[config.mk]
export PLATFORM = sky130hd
export DESIGN_NAME = gc_response_rx_flat
export DESIGN_NICKNAME = d
export VERILOG_FILES = /design/src/rtl/gc_response_rx_if.sv /design/src/rtl/gc_response_rx.sv /design/src/flat_wrapper.sv
export SDC_FILE = /design/constraint.sdc
export NUM_CORES = 1
export LEC_CHECK = 0
export CORE_MARGIN = 3
export CORE_UTILIZATION = 50
export CTS_CLUSTER_DIAMETER = 30
export CTS_CLUSTER_SIZE = 25
export DETAILED_ROUTE_END_ITERATION = 8
export PLACE_DENSITY_LB_ADDON = 0.25
export SETUP_SLACK_MARGIN = 0.3
export SLEW_MARGIN = 20
export SYNTH_ARGS = -nofsm -noshare
export SYNTH_HDL_FRONTEND = slang
export SYNTH_SLANG_ARGS = --single-unit
[constraint.sdc]
create_clock -name clk100mhz -period 6.6 [get_ports clk100mhz]
set_input_delay 1.32 -clock clk100mhz [delete_from_list [all_inputs] [get_ports clk100mhz]]
set_output_delay 1.32 -clock clk100mhz [all_outputs]
set_load 0.02 [all_outputs]
[src/rtl/gc_response_rx_if.sv]
// Reply-side bundle: the raw data line and sender handshake inbound, the decoded ID/poll replies outbound.
// master = query side (drives line, send, length select); slave = the reply receiver.
interface gc_response_rx_if;
    logic        data_in;
    logic        send;
    logic        controller_init;
    logic [23:0] wavebird_id;
    logic        wavebird_id_ready;
    logic [63:0] buttons;
    logic        buttons_valid;
    logic        rx_error;
    logic        busy;

    modport master (
        output data_in, send, controller_init,
        input  wavebird_id, wavebird_id_ready, buttons, buttons_valid, rx_error, busy
    );

    modport slave (
        input  data_in, send, controller_init,
        output wavebird_id, wavebird_id_ready, buttons, buttons_valid, rx_error, busy
    );
endinterface

[src/rtl/gc_response_rx.sv]
// gc_response_rx: decodes the GameCube controller reply (24-bit ID / 64-bit poll); GC_RX_GLITCH_FILTER_EN adds a 3-sample majority filter.
// Result pulses 3 cycles after the raw stop-bit rise (5 with the filter); no backpressure, pulses are fire-and-forget.
module gc_response_rx #(
    parameter int CYCLES_PER_US   = 100,
    parameter int SAMPLE_US       = 2,
    parameter int BIT_TIMEOUT_US  = 6,
    parameter int RESP_TIMEOUT_US = 100
) (
    input  logic            clk100mhz,
    input  logic            rst,
    gc_response_rx_if.slave bus
);
    localparam int SAMPLE_CYC  = SAMPLE_US * CYCLES_PER_US;
    localparam int BIT_TO_CYC  = BIT_TIMEOUT_US * CYCLES_PER_US;
    localparam int RESP_TO_CYC = RESP_TIMEOUT_US * CYCLES_PER_US;
    localparam int CNT_W       = $clog2(RESP_TO_CYC) + 1;

    localparam logic [CNT_W-1:0] SAMPLE_LAST  = CNT_W'(SAMPLE_CYC - 1);
    localparam logic [CNT_W-1:0] BIT_TO_LAST  = CNT_W'(BIT_TO_CYC - 1);
    localparam logic [CNT_W-1:0] RESP_TO_LAST = CNT_W'(RESP_TO_CYC - 1);

    typedef enum logic [2:0] {
        S_IDLE, S_ARMED, S_LOW, S_WAIT_HIGH, S_WAIT_FALL, S_STOP, S_DONE
    } state_t;

    state_t           state_q, state_d;
    logic [CNT_W-1:0] cnt_q, cnt_d;
    logic [6:0]       bit_cnt_q, bit_cnt_d;
    logic             len64_q, len64_d;
    logic [63:0]      shift_q, shift_d;
    logic [23:0]      id_q, id_d;
    logic [63:0]      btn_q, btn_d;
    logic             err_q, err_d;
    logic             sync1_q, sync1_d;
    logic             sync2_q, sync2_d;
    logic             line_prev_q, line_prev_d;
    logic             send_prev_q, send_prev_d;

    logic             line;
    logic             fall;
    logic             arm;
    logic             timeout;
    logic [6:0]       n_bits;

`ifdef GC_RX_GLITCH_FILTER_EN
    logic             hist1_q, hist1_d;
    logic             hist2_q, hist2_d;
    logic             filt_q, filt_d;

    // Majority of three consecutive samples: a lone one-cycle pulse never wins.
    always_comb begin
        hist1_d = sync2_q;
        hist2_d = hist1_q;
        filt_d  = (sync2_q & hist1_q) | (sync2_q & hist2_q) | (hist1_q & hist2_q);
    end

    always_ff @(posedge clk100mhz) begin
        if (rst) begin
            hist1_q <= 1'b1;
            hist2_q <= 1'b1;
            filt_q  <= 1'b1;
        end else begin
            hist1_q <= hist1_d;
            hist2_q <= hist2_d;
            filt_q  <= filt_d;
        end
    end

    assign line = filt_q;
`else
    assign line = sync2_q;
`endif

    always_comb begin
        sync1_d     = bus.data_in;
        sync2_d     = sync1_q;
        line_prev_d = line;
        send_prev_d = bus.send;
    end

    assign fall   = line_prev_q & ~line;
    assign arm    = send_prev_q & ~bus.send;
    assign n_bits = len64_q ? 7'd64 : 7'd24;

    // State register
    always_ff @(posedge clk100mhz) begin
        if (rst) begin
            state_q <= S_IDLE;
        end else begin
            state_q <= state_d;
        end
    end

    // Next state; the sender taking the line back wins over every other event.
    always_comb begin
        state_d = state_q;
        timeout = 1'b0;
        if (state_q != S_IDLE && bus.send) begin
            state_d = S_IDLE;
        end else begin
            unique case (state_q)
                S_IDLE: begin
                    if (arm) state_d = S_ARMED;
                end
                S_ARMED: begin
                    if (fall) begin
                        state_d = S_LOW;
                    end else if (cnt_q == RESP_TO_LAST) begin
                        state_d = S_IDLE;
                        timeout = 1'b1;
                    end
                end
                S_LOW: begin
                    if (cnt_q == SAMPLE_LAST) state_d = S_WAIT_HIGH;
                end
                S_WAIT_HIGH: begin
                    if (line) begin
                        state_d = S_WAIT_FALL;
                    end else if (cnt_q == BIT_TO_LAST) begin
                        state_d = S_IDLE;
                        timeout = 1'b1;
                    end
                end
                S_WAIT_FALL: begin
                    if (fall) begin
                        state_d = (bit_cnt_q == n_bits) ? S_STOP : S_LOW;
                    end else if (cnt_q == BIT_TO_LAST) begin
                        state_d = S_IDLE;
                        timeout = 1'b1;
                    end
                end
                S_STOP: begin
                    if (line) begin
                        state_d = S_DONE;
                    end else if (cnt_q == BIT_TO_LAST) begin
                        state_d = S_IDLE;
                        timeout = 1'b1;
                    end
                end
                S_DONE: begin
                    state_d = S_IDLE;
                end
                default: begin
                    state_d = S_IDLE;
                end
            endcase
        end
    end

    // Datapath: the reply registers load on the STOP->DONE step so data and pulse line up.
    always_comb begin
        cnt_d     = (state_d != state_q || state_q == S_IDLE) ? '0 : cnt_q + 1'b1;
        bit_cnt_d = bit_cnt_q;
        len64_d   = len64_q;
        shift_d   = shift_q;
        id_d      = id_q;
        btn_d     = btn_q;
        err_d     = timeout;
        if (state_q == S_IDLE && state_d == S_ARMED) begin
            bit_cnt_d = '0;
            len64_d   = ~bus.controller_init;
            shift_d   = '0;
        end
        if (state_q == S_LOW && state_d == S_WAIT_HIGH) begin
            shift_d[bit_cnt_q[5:0]] = line;
            bit_cnt_d               = bit_cnt_q + 7'd1;
        end
        if (state_q == S_STOP && state_d == S_DONE) begin
            if (len64_q) btn_d = shift_q;
            else         id_d  = shift_q[23:0];
        end
    end

    always_ff @(posedge clk100mhz) begin
        if (rst) begin
            cnt_q       <= '0;
            bit_cnt_q   <= '0;
            len64_q     <= 1'b0;
            shift_q     <= '0;
            id_q        <= '0;
            btn_q       <= '0;
            err_q       <= 1'b0;
            sync1_q     <= 1'b1;
            sync2_q     <= 1'b1;
            line_prev_q <= 1'b1;
            send_prev_q <= 1'b0;
        end else begin
            cnt_q       <= cnt_d;
            bit_cnt_q   <= bit_cnt_d;
            len64_q     <= len64_d;
            shift_q     <= shift_d;
            id_q        <= id_d;
            btn_q       <= btn_d;
            err_q       <= err_d;
            sync1_q     <= sync1_d;
            sync2_q     <= sync2_d;
            line_prev_q <= line_prev_d;
            send_prev_q <= send_prev_d;
        end
    end

    // Outputs
    always_comb begin
        bus.busy              = (state_q != S_IDLE);
        bus.wavebird_id_ready = (state_q == S_DONE) && !len64_q;
        bus.buttons_valid     = (state_q == S_DONE) && len64_q;
        bus.rx_error          = err_q;
        bus.wavebird_id       = id_q;
        bus.buttons           = btn_q;
    end
endmodule

[src/flat_wrapper.sv]
// flat-port wrapper written by rule: the top's interface ports become plain ports
module gc_response_rx_flat 
#(
    parameter int CYCLES_PER_US   = 100,
    parameter int SAMPLE_US       = 2,
    parameter int BIT_TIMEOUT_US  = 6,
    parameter int RESP_TIMEOUT_US = 100
)
  (clk100mhz, rst, bus_data_in, bus_send, bus_controller_init, bus_wavebird_id, bus_wavebird_id_ready, bus_buttons, bus_buttons_valid, bus_rx_error, bus_busy);
  gc_response_rx_if bus_i ();
  input  logic clk100mhz;
  input  logic rst;
  input wire logic [$bits(bus_i.data_in)-1:0] bus_data_in;
  input wire logic [$bits(bus_i.send)-1:0] bus_send;
  input wire logic [$bits(bus_i.controller_init)-1:0] bus_controller_init;
  output wire logic [$bits(bus_i.wavebird_id)-1:0] bus_wavebird_id;
  output wire logic [$bits(bus_i.wavebird_id_ready)-1:0] bus_wavebird_id_ready;
  output wire logic [$bits(bus_i.buttons)-1:0] bus_buttons;
  output wire logic [$bits(bus_i.buttons_valid)-1:0] bus_buttons_valid;
  output wire logic [$bits(bus_i.rx_error)-1:0] bus_rx_error;
  output wire logic [$bits(bus_i.busy)-1:0] bus_busy;
  assign bus_i.data_in = bus_data_in;
  assign bus_i.send = bus_send;
  assign bus_i.controller_init = bus_controller_init;
  assign bus_wavebird_id = bus_i.wavebird_id;
  assign bus_wavebird_id_ready = bus_i.wavebird_id_ready;
  assign bus_buttons = bus_i.buttons;
  assign bus_buttons_valid = bus_i.buttons_valid;
  assign bus_rx_error = bus_i.rx_error;
  assign bus_busy = bus_i.busy;
  gc_response_rx #(.CYCLES_PER_US(CYCLES_PER_US), .SAMPLE_US(SAMPLE_US), .BIT_TIMEOUT_US(BIT_TIMEOUT_US), .RESP_TIMEOUT_US(RESP_TIMEOUT_US)) u_core (.clk100mhz(clk100mhz), .rst(rst), .bus(bus_i));
endmodule
# ---- Word-level counts from Yosys, hierarchy flattened
# Index checks and enable logic that the tools add are counted.
dict set report classes {
  n_addsub 2
  multipliers 0
  n_div 0
  n_lt_le_gt_ge 2
  eq_ne 14
  shift 0
  mux 25
  bitwise 6
  n_reduce_logical 17
}
# op n
set op_table {}
lappend op_table {{$mux W64} 2}
lappend op_table {{$bwmux W64} 1}
lappend op_table {{$mux W3} 10}
lappend op_table {{$mux W7} 3}
lappend op_table {{$pmux W3 S6} 1}
lappend op_table {{$add A15 B1 Y15 const B} 1}
lappend op_table {{$eq A15 B10 Y1 const B} 1}
lappend op_table {{$eq A15 B14 Y1 const B} 1}
lappend op_table {{$eq A15 B8 Y1 const B} 1}
lappend op_table {{$eq A3 B3 Y1 const B} 4}
lappend op_table {{$eq A3 B2 Y1 const B} 3}
lappend op_table {{$add A7 B1 Y7 const B} 1}
lappend op_table {{$eq A7 B7 Y1} 1}
lappend op_table {{$logic_and A1 B1 Y1} 7}
lappend op_table {{$lt A6 B7 Y1 const B} 1}
lappend op_table {{$demux W1 S6} 1}
lappend op_table {{$eq A3 B1 Y1 const B} 2}
lappend op_table {{$ge A6 B1 Y1 const B} 1}
lappend op_table {{$mux W1} 6}
lappend op_table {{$reduce_or A2 Y1} 3}
lappend op_table {{$not A1 Y1} 4}
lappend op_table {{$reduce_and A2 Y1} 2}
lappend op_table {{$logic_not A3 Y1} 1}
lappend op_table {{$ne A3 B3 Y1} 1}
lappend op_table {{other kinds (6)} 7}
dict set report word_totals {
  register_bits 183
  latchBits 0
  ram_bits 0
  mem_bits_ro 0
  input_bits 5
  out_inout_bits 92
  word_cells 78
  n_memories 0
}

# ---- Depth between registers and ports, before layout
# Gate-level depths: netlist (run 1).
dict set report depth {
  word_depth 11
  depth_mapped 10
  depth_no_buf 8
}

# ---- Least setup slack after synthesis (run 1)
# OpenSTA, ideal clock, no wires.
dict set report synth_path {
  path_type {in2reg}
  from {input bus_send}
  to {register u_core.cnt_q[10]}
  arrival_ps 2842
  required_ps 6468
  slack_ps 3627
  path_stages 7
  path_buffers 2
  cell_sequence {clkbuf_1 -> or3b_1 -> o221ai_4 -> o31ai_1 -> mux2i_1 -> buf_2 -> nor4_1}
}
dict set report synth_between {
  elab_chain_cells 8
  elab_cells_between_ends 9
}
# element line_no
set synth_lines {}
lappend synth_lines {{start, declared} flat_wrapper.sv:14} ;# input wire logic [$bits(bus_i.send)-1:0] bus_send;
lappend synth_lines {{$not A1 Y1} gc_response_rx.sv:82} ;# assign arm = send_prev_q & ~bus.send;
lappend synth_lines {{$and A1 B1 Y1} gc_response_rx.sv:82}
lappend synth_lines {{$mux W3} gc_response_rx.sv:103} ;# if (arm) state_d = S_ARMED;
lappend synth_lines {{$pmux W3 S6} gc_response_rx.sv:101} ;# unique case (state_q)
lappend synth_lines {{$mux W3 *} gc_response_rx.sv:98} ;# if (state_q != S_IDLE && bus.send) begin
lappend synth_lines {{$ne A3 B3 Y1 *} gc_response_rx.sv:152} ;# cnt_d = (state_d != state_q || state_q == S_IDLE) ? '0 : cnt_q + 1'b1;
lappend synth_lines {{$logic_or A1 B1 Y1 *} gc_response_rx.sv:152}
lappend synth_lines {{$reduce_or A2 Y1 (no line) *} n/a}
lappend synth_lines {{end signal, assigned} gc_response_rx.sv:188} ;# cnt_q <= cnt_d;
lappend synth_lines {{end, declared} gc_response_rx.sv:27} ;# logic [CNT_W-1:0] cnt_q, cnt_d;
# Mark *: on every way between the ends. The rest lies on a longest branch, timed or not.
# A chain may end at the register's enable or synchronous reset.

# ---- Final worst setup path (run 1)
dict set report layout_path {
  from {input bus_send}
  to {register u_core.btn_q[40] (netlist: u_core.bus.buttons[40])}
}
dict set report layout_between {
  elab_chain_cells 8
  elab_cells_between_ends 9
}
# element line_no
set layout_lines {}
lappend layout_lines {{$not A1 Y1} gc_response_rx.sv:82}
lappend layout_lines {{$and A1 B1 Y1} gc_response_rx.sv:82}
lappend layout_lines {{$mux W3} gc_response_rx.sv:103}
lappend layout_lines {{$pmux W3 S6} gc_response_rx.sv:101}
lappend layout_lines {{$mux W3 *} gc_response_rx.sv:98}
lappend layout_lines {{$eq A3 B3 Y1 *} gc_response_rx.sv:168} ;# if (state_q == S_STOP && state_d == S_DONE) begin
lappend layout_lines {{$logic_and A1 B1 Y1 *} gc_response_rx.sv:168}
lappend layout_lines {{$reduce_and A2 Y1 (no line) *} n/a}
lappend layout_lines {{end signal, assigned} gc_response_rx.sv:193} ;# btn_q <= btn_d;
lappend layout_lines {{end, declared} gc_response_rx.sv:32} ;# logic [63:0] btn_q, btn_d;
# Marked as above.

==> metrics.txt, run 1 <==
# TYPE chip_impl_metric gauge
chip_impl_metric{name="syn-instance-count",unit=""} 828
chip_impl_metric{name="arrival",unit="ps"} 3890
chip_impl_metric{name="dp_hpwl",unit="um"} 11700
chip_impl_metric{name="port_buffers",unit=""} 96
chip_impl_metric{name="yosysSeqAreaShare",unit="%"} 44.6
chip_impl_info{name="rsz0062_at_grt",value="false"} 1
chip_impl_metric{name="synth-warning-count",unit=""} 0
chip_impl_metric{name="grt_overflow",unit=""} 0
chip_impl_metric{name="route.antenna.remaining_nets",unit=""} 0
chip_impl_metric{name="synth-edff-count",unit=""} 0
chip_impl_metric{name="ys_seq_elements",unit=""} 183
chip_impl_metric{name="layout_worst_path_cycle_share",unit="%"} 53.6
chip_impl_info{name="synth_most_common_cell",value="sky130_fd_sc_hd__dfxtp_1"} 1
chip_impl_metric{name="grt_max_degree",unit=""} 137
chip_impl_metric{name="global_route_wire_length_before_repair",unit="um"} 31000
chip_impl_metric{name="area_of_combinational_cells_with_multiple_inputs",unit="mm^2"} 0.00418
chip_impl_metric{name="cts-root-to-sink-buffers",unit=""} 2
chip_impl_info{name="critPathCapture",value="u_core.bus.buttons[40]"} 1
chip_impl_info{name="cell_type_contributing_the_most_total_cell_area_after_synthesis",value="sky130_fd_sc_hd__dfxtp_1"} 1
chip_impl_metric{name="netlist.area_leader.share",unit="%"} 44.6
chip_impl_metric{name="worst_r2r_path_depth",unit=""} 7
chip_impl_metric{name="nets",unit=""} 868
chip_impl_info{name="cts_root_buf",value="sky130_fd_sc_hd__clkbuf_16"} 1
chip_impl_metric{name="fin_worst_skew",unit="ps"} 10.6
chip_impl_info{name="critPathCaptureType",value="flop"} 1
chip_impl_metric{name="grt.total_usage",unit="%"} 20.8
chip_impl_metric{name="clock_sink_count",unit=""} 183
chip_impl_metric{name="worst-endpoint-required",unit="ps"} 6950
chip_impl_metric{name="first_global_vias",unit=""} 6124
chip_impl_info{name="path_class",value="input pin to flop"} 1
chip_impl_metric{name="drtPass1Iterations",unit=""} 5
chip_impl_metric{name="synth_fp_nets",unit=""} 836
chip_impl_metric{name="crit_fanout",unit=""} 24
chip_impl_metric{name="initial_utilization",unit="%"} 51.3
chip_impl_metric{name="ff2ff_setup_slack",unit="ps"} 3360
chip_impl_metric{name="count_of_pins_on_the_block_boundary",unit=""} 97
chip_impl_metric{name="avg_cell_area_syn",unit="um^2"} 9.92
chip_impl_metric{name="final.min_clock_period",unit="ps"} 3540
chip_impl_metric{name="timing.setup.tns",unit="ps"} 0
chip_impl_info{name="tritoncts",value="built"} 1
chip_impl_metric{name="final-seq-area",unit="mm^2"} 0.00366
chip_impl_metric{name="floorplan.die.width",unit="um"} 134
chip_impl_metric{name="ctsResizeCount",unit=""} 0
chip_impl_metric{name="rows",unit=""} 46
chip_impl_info{name="post_synth_main_area_contributors",value="sky130_fd_sc_hd__dfxtp_1 (45%), sky130_fd_sc_hd__nand2b_1 (12%), sky130_fd_sc_hd__mux2i_1 (11%), sky130_fd_sc_hd__o41ai_1 (6.8%), sky130_fd_sc_hd__o311ai_0 (6.2%)"} 1
chip_impl_info{name="timing.rr.end",value="u_core.bus.buttons[40]"} 1
chip_impl_metric{name="power.static_leakage",unit="nW"} 3.14
chip_impl_metric{name="finalWirelength",unit="um"} 18600
chip_impl_metric{name="timing.final.max_slew_violations",unit=""} 0
chip_impl_metric{name="clock_insertion_delay_at_the_later_pin_of_the_skew_report",unit="ps"} 430
chip_impl_metric{name="flow.area_growth_from_synthesis",unit="%"} 18.7
chip_impl_metric{name="worst_ir_drop_on_vdd",unit="uV"} 186
chip_impl_info{name="ranking_of_synthesized_cells_by_instance_count",value="sky130_fd_sc_hd__dfxtp_1 (183), sky130_fd_sc_hd__nand2b_1 (158), sky130_fd_sc_hd__mux2i_1 (91), sky130_fd_sc_hd__clkbuf_1 (68), sky130_fd_sc_hd__o41ai_1 (64)"} 1
chip_impl_metric{name="max-slew-margin-rel",unit="%"} 27.2
chip_impl_info{name="crit-reg2reg-launch",value="u_core.cnt_q[0]"} 1
chip_impl_metric{name="clock_transition_time_at_the_flip_flop_clock_pins_of_the_worst_setup_and_hold_paths",unit="ps"} 60
chip_impl_metric{name="detailedRoute.firstIterationViolations",unit=""} 428
chip_impl_metric{name="cap_violations",unit=""} 0
chip_impl_info{name="outcome",value="complete, no violations"} 1
chip_impl_info{name="timing.critical_path.from",value="bus_send"} 1
chip_impl_metric{name="core_area",unit="mm^2"} 0.0160
chip_impl_metric{name="gp_congestion",unit=""} 0.852
chip_impl_metric{name="max_freq",unit="MHz"} 283
chip_impl_metric{name="final.fill_count",unit=""} 1325
chip_impl_metric{name="report.final.setup_viol",unit=""} 0
chip_impl_metric{name="clock_tree.htree_level_count",unit=""} 4
chip_impl_metric{name="floorplan.die_area",unit="mm^2"} 0.0180
chip_impl_info{name="hold_path.class",value="flop to flop"} 1
chip_impl_metric{name="numCtsBuffers",unit=""} 17
chip_impl_metric{name="via_per_inst",unit=""} 5.87
chip_impl_metric{name="syn_area",unit="mm^2"} 0.00821
chip_impl_metric{name="fin_worst_hold_slack",unit="ps"} 410
chip_impl_info{name="yosys_most_used_dff",value="sky130_fd_sc_hd__dfxtp_1"} 1
chip_impl_metric{name="max_slew.worst_pin.slew",unit="ps"} 1080
chip_impl_metric{name="final_layout_size_suffix_gt1_share",unit="%"} 6.08
chip_impl_metric{name="post-route-drc-count",unit=""} 0
chip_impl_metric{name="grt_antenna_before_repair",unit=""} 0
chip_impl_info{name="worst_setup_path_start_kind",value="input pin"} 1
chip_impl_metric{name="number_of_distinct_standard_cells_referenced_by_the_synthesized_netlist",unit=""} 54
chip_impl_metric{name="floorplan.die.height",unit="um"} 134
chip_impl_metric{name="insertedDiodeCount",unit=""} 0
chip_impl_metric{name="cts_hold_buf",unit=""} 0
chip_impl_metric{name="routed-via-count",unit=""} 6388
chip_impl_metric{name="async_reset_ff_share",unit="%"} 0
chip_impl_metric{name="detail_route.wl_per_cell",unit="um"} 17.1
chip_impl_metric{name="postCtsSetupRepairBufs",unit=""} 0
chip_impl_metric{name="power_density",unit="mW/mm^2"} 228
chip_impl_metric{name="hold_violations",unit=""} 0
==> area by class of cell <==
type / count / share of cell area, %
inverters: 4 / 0.154
well taps: 216 / 2.77
multi-input cells: 552 / 42.8
flip-flops and latches: 183 / 37.6
clock buffers: 24 / 5.15
repair buffers: 102 / 10.3
clock inverters: 7 / 1.19
==> logic make-up (layout without fill, tap and decap cells) <==
group / Yosys count / after routing / synth area share (%)
buffers and inverters: 93 / 137 / 4.90
adder cells (fa/ha/maj): 3 / 3 / 0.457
XOR/XNOR: 14 / 14 / 1.49
AND/OR/NAND/NOR: 283 / 283 / 20.8
flip-flops: 183 / 183 / 44.6
multiplexers: 91 / 91 / 11.1
AO/OA/AOI/OAI: 161 / 161 / 16.7
==> where the power goes <==
| part | switching (mW) | total (mW) | internal, mW |
|---|---|---|---|
| logic | 0.0369 | 0.0606 | 0.0237 |
| clock network | 0.412 | 1.06 | 0.644 |
| registers | 0.00346 | 1.11 | 1.11 |
| total | 0.452 | 2.23 | 1.77 |
==> state kept, by name, indices dropped and copies added (netlist names) <==
signal,cells
u_core.bus.wavebird_id,24
u_core.send_prev_q,1
u_core.line,1
u_core.sync1_q,1
u_core.shift_q,64
u_core.bus.rx_error,1
u_core.len64_q,1
u_core.state_q,3
u_core.bus.buttons,64
u_core.bit_cnt_q,7
u_core.cnt_q,15
u_core.line_prev_q,1
==> layout by cell type, fill, tap and decap left out, types with 3 or more instances in the layout <==
cell type and count:
sky130_fd_sc_hd__nand3_1 14, sky130_fd_sc_hd__nor3b_1 5, sky130_fd_sc_hd__nor3_1 6, sky130_fd_sc_hd__clkdlybuf4s50_1 95, sky130_fd_sc_hd__a21oi_1 5, sky130_fd_sc_hd__nor4bb_1 4, sky130_fd_sc_hd__nand4_1 7, sky130_fd_sc_hd__o41ai_1 64
sky130_fd_sc_hd__dfxtp_1 183, sky130_fd_sc_hd__o311ai_1 7, sky130_fd_sc_hd__or3_1 6, sky130_fd_sc_hd__nor4_1 14, sky130_fd_sc_hd__o311ai_0 57, sky130_fd_sc_hd__clkbuf_16 17, sky130_fd_sc_hd__ha_1 3, sky130_fd_sc_hd__inv_1 4
sky130_fd_sc_hd__xnor2_1 5, sky130_fd_sc_hd__or2_2 5, sky130_fd_sc_hd__bufinv_16 3, sky130_fd_sc_hd__buf_4 6, sky130_fd_sc_hd__clkbuf_8 5, sky130_fd_sc_hd__mux2i_1 90, sky130_fd_sc_hd__nor2_1 21, sky130_fd_sc_hd__nand2_1 17
sky130_fd_sc_hd__xor2_1 9, sky130_fd_sc_hd__nand2b_1 157, sky130_fd_sc_hd__o21ai_0 6, sky130_fd_sc_hd__nor2b_1 7
==> worst min path at each step <==
stage | startpoint | to | cells after the start
final | u_core.sync1_q | u_core.line | 1
after global routing | u_core.sync1_q | u_core.line | 1
after CTS | u_core.sync1_q | u_core.line | 1
after detailed placement | u_core.sync1_q | u_core.line | 1
after global placement | u_core.sync1_q | u_core.line | 1
after floorplan | u_core.sync1_q | u_core.line | 1
==> worst max-delay path: stages <==
cell and delay, ps:
sky130_fd_sc_hd__clkdlybuf4s50_1 560, sky130_fd_sc_hd__nor3b_1 430, sky130_fd_sc_hd__and4_2 780, sky130_fd_sc_hd__buf_4 510, sky130_fd_sc_hd__mux2i_1 260
==> per-stage QoR <==
step	total power, mW	instance area, um^2	setup WS [ps]	utilization, %	instances
floorplan	1.18	8210	3630	-	828
global placement	1.19	9120	2650	57.0	1057
detailed placement	1.19	9120	2520	57.0	1057
CTS	2.24	9740	2990	60.9	1088
global route	2.29	9750	2760	60.9	1088
finish	2.23	9750	3060	60.9	1088
==> per-layer routing <==
layer  global-route usage (%)  share of wire [%]  vias to the layer above  routed length (um)
li1                         -                  -                     3159                   -
met5                        0                  0                        -                   0
met1                     28.3                 47                     3028                8660
met2                     33.5                 47                      174                8720
met3                     3.90                4.4                       27                 820
met4                     7.07                1.9                        0                 348
No activity file was read; power rests on OpenSTA's default activity.
==> run 2, diff against run 1 <==
==> constraint.sdc (replaced) <==
create_clock -name clk100mhz -period 3.5 [get_ports clk100mhz]
set_input_delay 0.7 -clock clk100mhz [delete_from_list [all_inputs] [get_ports clk100mhz]]
set_output_delay 0.7 -clock clk100mhz [all_outputs]
set_load 0.02 [all_outputs]
==> metrics.txt, run 2 (synthesis results as in run 1) <==
# TYPE chip_impl_metric gauge
chip_impl_info{name="hp-start",value="u_core.sync1_q"} 1
chip_impl_metric{name="final_layout_size_suffix_gt1_share",unit="%"} 6.48
chip_impl_metric{name="worst-endpoint-required",unit="ps"} 3770
chip_impl_metric{name="gp_congestion",unit=""} 0.838
chip_impl_metric{name="numCtsBuffers",unit=""} 17
chip_impl_metric{name="global_route_wire_length_before_repair",unit="um"} 30800
chip_impl_metric{name="max_freq",unit="MHz"} 346
chip_impl_info{name="crit-reg2reg-launch",value="u_core.state_q[1]"} 1
chip_impl_info{name="tritoncts",value="built"} 1
chip_impl_metric{name="detail_route.wl_per_cell",unit="um"} 17.1
chip_impl_metric{name="detailedRoute.firstIterationViolations",unit=""} 446
chip_impl_metric{name="finalWirelength",unit="um"} 18700
chip_impl_metric{name="hold_violations",unit=""} 0
chip_impl_metric{name="final.min_clock_period",unit="ps"} 2890
chip_impl_info{name="path_class",value="flop to flop"} 1
chip_impl_metric{name="ctsResizeCount",unit=""} 0
chip_impl_metric{name="drtPass1Iterations",unit=""} 5
chip_impl_metric{name="max_slew.worst_pin.slew",unit="ps"} 841
chip_impl_metric{name="first_global_vias",unit=""} 6199
chip_impl_metric{name="slowest_stage_delay_cp",unit="ps"} 520
chip_impl_metric{name="clock_transition_time_at_the_flip_flop_clock_pins_of_the_worst_setup_and_hold_paths",unit="ps"} 70
chip_impl_metric{name="layout_worst_path_cycle_share",unit="%"} 82.5
chip_impl_metric{name="cts-root-to-sink-buffers",unit=""} 2
chip_impl_metric{name="grt_overflow",unit=""} 0
chip_impl_metric{name="route.antenna.remaining_nets",unit=""} 0
chip_impl_metric{name="postCtsSetupRepairBufs",unit=""} 0
chip_impl_info{name="crit_chain",value="or3b_1, or4_4, o221ai_4, o31ai_4, buf_12, o311ai_0, o41ai_1"} 1
chip_impl_metric{name="timing.final.max_slew_violations",unit=""} 0
chip_impl_metric{name="placed_area",unit="mm^2"} 0.00918
chip_impl_metric{name="rows",unit=""} 46
chip_impl_metric{name="via_per_inst",unit=""} 5.88
chip_impl_metric{name="hold_path_stages",unit=""} 1
chip_impl_metric{name="power_density",unit="mW/mm^2"} 432
chip_impl_metric{name="dp_hpwl",unit="um"} 11800
chip_impl_metric{name="grt.total_usage",unit="%"} 20.6
chip_impl_metric{name="report.final.setup_viol",unit=""} 0
chip_impl_metric{name="clock_tree.htree_level_count",unit=""} 4
chip_impl_info{name="layout.cells.most_common_list",value="sky130_fd_sc_hd__dfxtp_1 (183), sky130_fd_sc_hd__nand2b_1 (157), sky130_fd_sc_hd__clkdlybuf4s50_1 (95), sky130_fd_sc_hd__mux2i_1 (91), sky130_fd_sc_hd__o41ai_1 (64)"} 1
chip_impl_info{name="worst_path_max_delay_cell",value="sky130_fd_sc_hd__dfxtp_1"} 1
chip_impl_metric{name="power.static_leakage",unit="nW"} 3.18
chip_impl_info{name="outcome",value="complete, no violations"} 1
chip_impl_metric{name="nets",unit=""} 874
chip_impl_info{name="worst_setup_path_start_kind",value="flop"} 1
chip_impl_metric{name="floorplan.die_area",unit="mm^2"} 0.0180
chip_impl_metric{name="design_area",unit="mm^2"} 0.00982
chip_impl_metric{name="ff2ff_setup_slack",unit="ps"} 610
chip_impl_metric{name="arrival",unit="ps"} 3160
chip_impl_metric{name="core_area",unit="mm^2"} 0.0160
chip_impl_metric{name="clock_sink_count",unit=""} 183
chip_impl_metric{name="initial_utilization",unit="%"} 51.3
chip_impl_metric{name="post-route-drc-count",unit=""} 0
chip_impl_metric{name="timing.setup.tns",unit="ps"} 0
chip_impl_metric{name="routed-via-count",unit=""} 6441
chip_impl_info{name="timing.rr.end",value="u_core.shift_q[44]"} 1
chip_impl_metric{name="post-layout-total-power",unit="mW"} 4.24
chip_impl_metric{name="fin_worst_skew",unit="ps"} 8.62
chip_impl_metric{name="port_buffers",unit=""} 96
chip_impl_metric{name="cap_violations",unit=""} 0
chip_impl_info{name="critPathCaptureType",value="flop"} 1
chip_impl_info{name="hold_end",value="u_core.line"} 1
chip_impl_metric{name="flow.area_growth_from_synthesis",unit="%"} 19.5
chip_impl_metric{name="max-slew-margin-rel",unit="%"} 43.8
chip_impl_metric{name="worst_ir_drop_on_vdd",unit="uV"} 359
chip_impl_info{name="cts_root_buf",value="sky130_fd_sc_hd__clkbuf_16"} 1
chip_impl_metric{name="floorplan.die.width",unit="um"} 134
chip_impl_metric{name="grt_max_degree",unit=""} 137
chip_impl_info{name="layout.cells.most_common",value="sky130_fd_sc_hd__dfxtp_1"} 1
chip_impl_info{name="hold_path.class",value="flop to flop"} 1
chip_impl_metric{name="floorplan.die.height",unit="um"} 134
chip_impl_metric{name="count_of_pins_on_the_block_boundary",unit=""} 97
chip_impl_info{name="rsz0062_at_grt",value="false"} 1
chip_impl_metric{name="insertedDiodeCount",unit=""} 0
chip_impl_metric{name="grt_antenna_before_repair",unit=""} 0
chip_impl_metric{name="clock_insertion_delay_at_the_later_pin_of_the_skew_report",unit="ps"} 420
chip_impl_metric{name="cts_hold_buf",unit=""} 0
chip_impl_metric{name="worst_r2r_path_depth",unit=""} 7
chip_impl_metric{name="crit_fanout",unit=""} 136
## run 2: per-stage QoR
| stage | utilization (%) | std cells | setup slack, ps | hold WS, ps |
|---|---|---|---|---|
| 2_1_floorplan | - | 828 | 1090 | 389 |
| 3_3_place_gp | 57.4 | 1063 | 649 | 400 |
| 3_5_place_dp | 57.4 | 1063 | 523 | 398 |
| 4_1_cts | 61.4 | 1095 | 637 | 414 |
| 5_1_grt | 61.4 | 1095 | 425 | 449 |
| 6_report | 61.4 | 1095 | 612 | 413 |
## run 2: critical path: cells and delay by family, from the launching register on
kind / cells / cell delay, ps
AO/OA/AOI/OAI: 4 / 950
buffers and inverters: 1 / 240
flip-flops: 1 / 520
AND/OR/NAND/NOR: 2 / 960
## run 2: worst max path at each step
stage,startpoint,to,slack [ps]
after global routing,u_core.cnt_q[0],u_core.shift_q[43],420
after global placement,bus_send,u_core.shift_q[54],650
after CTS,u_core.state_q[1],u_core.shift_q[12],640
after floorplan,u_core.cnt_q[0],u_core.cnt_q[10],1090
final,u_core.state_q[1],u_core.shift_q[44],610
after detailed placement,bus_send,u_core.shift_q[44],520
## run 2: routing by layer
layer / vias up / GRT usage (%) / part of all wire (%)
met2: 178 / 34.1 / 48
met5: - / 0 / 0
li1: 3171 / - / -
met1: 3066 / 27.2 / 46
met4: 0 / 6.90 / 1.6
met3: 26 / 3.98 / 4.5
## run 2: cell type report
type                       instances  area [um^2]
timing repair buffer             108         1060
clock inverter                     6          110
tap                              216          270
inverter                           4         15.0
fill                            1359         6180
sequential                       183         3660
clock buffer                      26          529
multi-input combinational        552         4170
## run 2: report_power, final
| part | total (mW) | switching, mW | internal [mW] |
|---|---|---|---|
| sequential | 2.09 | 0.00696 | 2.09 |
| clock | 2.04 | 0.777 | 1.26 |
| combinational | 0.117 | 0.0711 | 0.0457 |
| total | 4.24 | 0.855 | 3.39 |
==> run 3, diff against run 2 <==
==> constraint.sdc (replaced) <==
create_clock -name clk100mhz -period 2.85 [get_ports clk100mhz]
set_input_delay 0.57 -clock clk100mhz [delete_from_list [all_inputs] [get_ports clk100mhz]]
set_output_delay 0.57 -clock clk100mhz [all_outputs]
set_load 0.02 [all_outputs]
==> metrics.txt, run 3 (synthesis results as in run 1) <==
# TYPE chip_impl_metric gauge
chip_impl_metric{name="clock_transition_time_at_the_flip_flop_clock_pins_of_the_worst_setup_and_hold_paths",unit="ps"} 60
chip_impl_info{name="cts_root_buf",value="sky130_fd_sc_hd__clkbuf_16"} 1
chip_impl_metric{name="detailedRoute.firstIterationViolations",unit=""} 439
chip_impl_metric{name="clock_insertion_delay_at_the_later_pin_of_the_skew_report",unit="ps"} 420
chip_impl_metric{name="max_freq",unit="MHz"} 386
chip_impl_metric{name="globalRouteMet2Util",unit="%"} 32.5
chip_impl_metric{name="final.min_clock_period",unit="ps"} 2590
chip_impl_info{name="family_with_the_most_delay_on_the_worst_path",value="simple AND/OR/NAND/NOR gates"} 1
chip_impl_info{name="worst_path_max_delay_cell",value="sky130_fd_sc_hd__or4_4"} 1
chip_impl_metric{name="max_slew.worst_pin.slew",unit="ps"} 910
chip_impl_metric{name="grt_max_degree",unit=""} 89
chip_impl_metric{name="initial_utilization",unit="%"} 51.3
chip_impl_metric{name="via_per_inst",unit=""} 5.92
chip_impl_metric{name="cap_violations",unit=""} 0
chip_impl_metric{name="report.final.setup_viol",unit=""} 0
chip_impl_info{name="critical-path-top-cell-by-count",value="sky130_fd_sc_hd__buf_12"} 1
chip_impl_metric{name="layout_worst_path_cycle_share",unit="%"} 90.9
chip_impl_info{name="layout.cells.most_common_list",value="sky130_fd_sc_hd__dfxtp_1 (182), sky130_fd_sc_hd__nand2b_1 (157), sky130_fd_sc_hd__clkdlybuf4s50_1 (95), sky130_fd_sc_hd__mux2i_1 (91), sky130_fd_sc_hd__o41ai_1 (62)"} 1
chip_impl_metric{name="grt_overflow",unit=""} 0
chip_impl_metric{name="flow.area_growth_from_synthesis",unit="%"} 22.9
chip_impl_metric{name="first_global_vias",unit=""} 6175
chip_impl_metric{name="floorplan.die.width",unit="um"} 134
chip_impl_metric{name="hold_violations",unit=""} 0
chip_impl_metric{name="floorplan.die_area",unit="mm^2"} 0.0180
chip_impl_metric{name="fin_worst_skew",unit="ps"} 7.68
chip_impl_metric{name="critical_path.n_buffers_inverters",unit=""} 2
chip_impl_metric{name="floorplan.die.height",unit="um"} 134
chip_impl_info{name="grt_most_used_layer",value="met2"} 1
chip_impl_metric{name="power.static_leakage",unit="nW"} 3.26
chip_impl_metric{name="drtPass1Iterations",unit=""} 7
chip_impl_info{name="worst_setup_path_start_kind",value="flop"} 1
chip_impl_metric{name="worst-endpoint-required",unit="ps"} 3130
chip_impl_info{name="path_class",value="flop to flop"} 1
chip_impl_metric{name="nets",unit=""} 887
chip_impl_info{name="layout.cells.most_common",value="sky130_fd_sc_hd__dfxtp_1"} 1
chip_impl_metric{name="crit_fanout",unit=""} 48
chip_impl_metric{name="slowest_stage_delay_cp",unit="ps"} 500
chip_impl_info{name="tritoncts",value="built"} 1
chip_impl_metric{name="global_route.usage.met1",unit="%"} 27.4
chip_impl_info{name="rsz0062_at_grt",value="true"} 1
chip_impl_metric{name="global_route_wire_length_before_repair",unit="um"} 30500
chip_impl_metric{name="final_layout_size_suffix_gt1_share",unit="%"} 10.7
chip_impl_metric{name="core_area",unit="mm^2"} 0.0160
chip_impl_metric{name="cts-root-to-sink-buffers",unit=""} 2
chip_impl_info{name="crit_chain",value="or3b_4, or4_4, o221ai_4, o31ai_4, buf_12, buf_12, o311ai_0, o41ai_1"} 1
chip_impl_metric{name="gp_congestion",unit=""} 0.844
chip_impl_metric{name="detail_route.wl_per_cell",unit="um"} 17.8
chip_impl_info{name="critPathCaptureType",value="flop"} 1
chip_impl_metric{name="grt_antenna_before_repair",unit=""} 0
chip_impl_metric{name="post-layout-total-power",unit="mW"} 4.92
chip_impl_metric{name="count_of_pins_on_the_block_boundary",unit=""} 97
chip_impl_metric{name="rows",unit=""} 46
chip_impl_metric{name="post-route-drc-count",unit=""} 0
chip_impl_metric{name="dp_hpwl",unit="um"} 12000
chip_impl_metric{name="gr-usage-met3",unit="%"} 3.71
chip_impl_metric{name="grt.total_usage",unit="%"} 20.3
chip_impl_metric{name="cts_hold_buf",unit=""} 0
chip_impl_metric{name="routed-via-count",unit=""} 6547
chip_impl_metric{name="port_buffers",unit=""} 96
chip_impl_metric{name="route.antenna.remaining_nets",unit=""} 0
chip_impl_metric{name="clock_sink_count",unit=""} 183
chip_impl_info{name="outcome",value="complete, no violations"} 1
chip_impl_metric{name="finalWirelength",unit="um"} 19600
chip_impl_metric{name="worst_ir_drop_on_vdd",unit="uV"} 409
chip_impl_metric{name="timing.final.max_slew_violations",unit=""} 0
chip_impl_metric{name="numCtsBuffers",unit=""} 17
chip_impl_metric{name="arrival",unit="ps"} 2870
chip_impl_metric{name="timing.setup.tns",unit="ps"} 0
chip_impl_info{name="hold_path.class",value="flop to flop"} 1
chip_impl_metric{name="max-slew-margin-rel",unit="%"} 39.2
chip_impl_metric{name="power_density",unit="mW/mm^2"} 488
chip_impl_metric{name="insertedDiodeCount",unit=""} 0
chip_impl_metric{name="clock_tree.htree_level_count",unit=""} 4
-- run 3: per-layer routing --
metal	up-vias	routed length [um]	share of wire, %
met5	-	0	0
met3	29	860	4.4
met4	0	266	1.4
met1	3134	8980	46
li1	3188	-	-
met2	196	9540	49
-- run 3: area by class of cell --
class,instances,area (um^2)
Fill cell,1302,5900
Multi-Input combinational cell,552,4360
Sequential cell,183,3660
Timing Repair Buffer,121,1250
Clock buffer,21,460
Tap cell,216,270
Clock inverter,8,77.6
Inverter,4,15.0
-- run 3: power by group --
| part | internal [mW] | switching, mW |
|---|---|---|
| Combinational | 0.0655 | 0.0989 |
| Clock | 1.23 | 0.960 |
| Sequential | 2.56 | 0.00575 |
-- run 3: final timing paths --
check / startpoint / endpoint / slack (ps) / depth (start not counted)
worst max-delay path: u_core.state_q[1] / u_core.shift_q[9] / 260 / 8
worst min-delay path: u_core.sync1_q / u_core.line / 410 / 1
worst max register to register: u_core.state_q[1] / u_core.shift_q[9] / 260 / 8
worst min register to register: u_core.sync1_q / u_core.line / 410 / 1
-- run 3: what timing repair did --
action / CTS / global route
resized for setup: 6 / 79
pin swaps: 0 / 2
setup buffers: 0 / 1
endpoints found under the setup margin: 44 / 163
hold endpoints to repair: 0 / 0
gates cloned: 0 / 2
-- run 3: through the flow --
step	setup WS, ps	util, %	area (um^2)	cells	hold WS, ps
after floorplan	436	-	8210	828	389
after global placement	262	58.0	9280	1073	399
after detailed placement	160	58.0	9280	1073	395
after CTS	263	61.4	9830	1102	410
after global routing	189	63.1	10100	1105	429
final	259	63.1	10100	1105	410
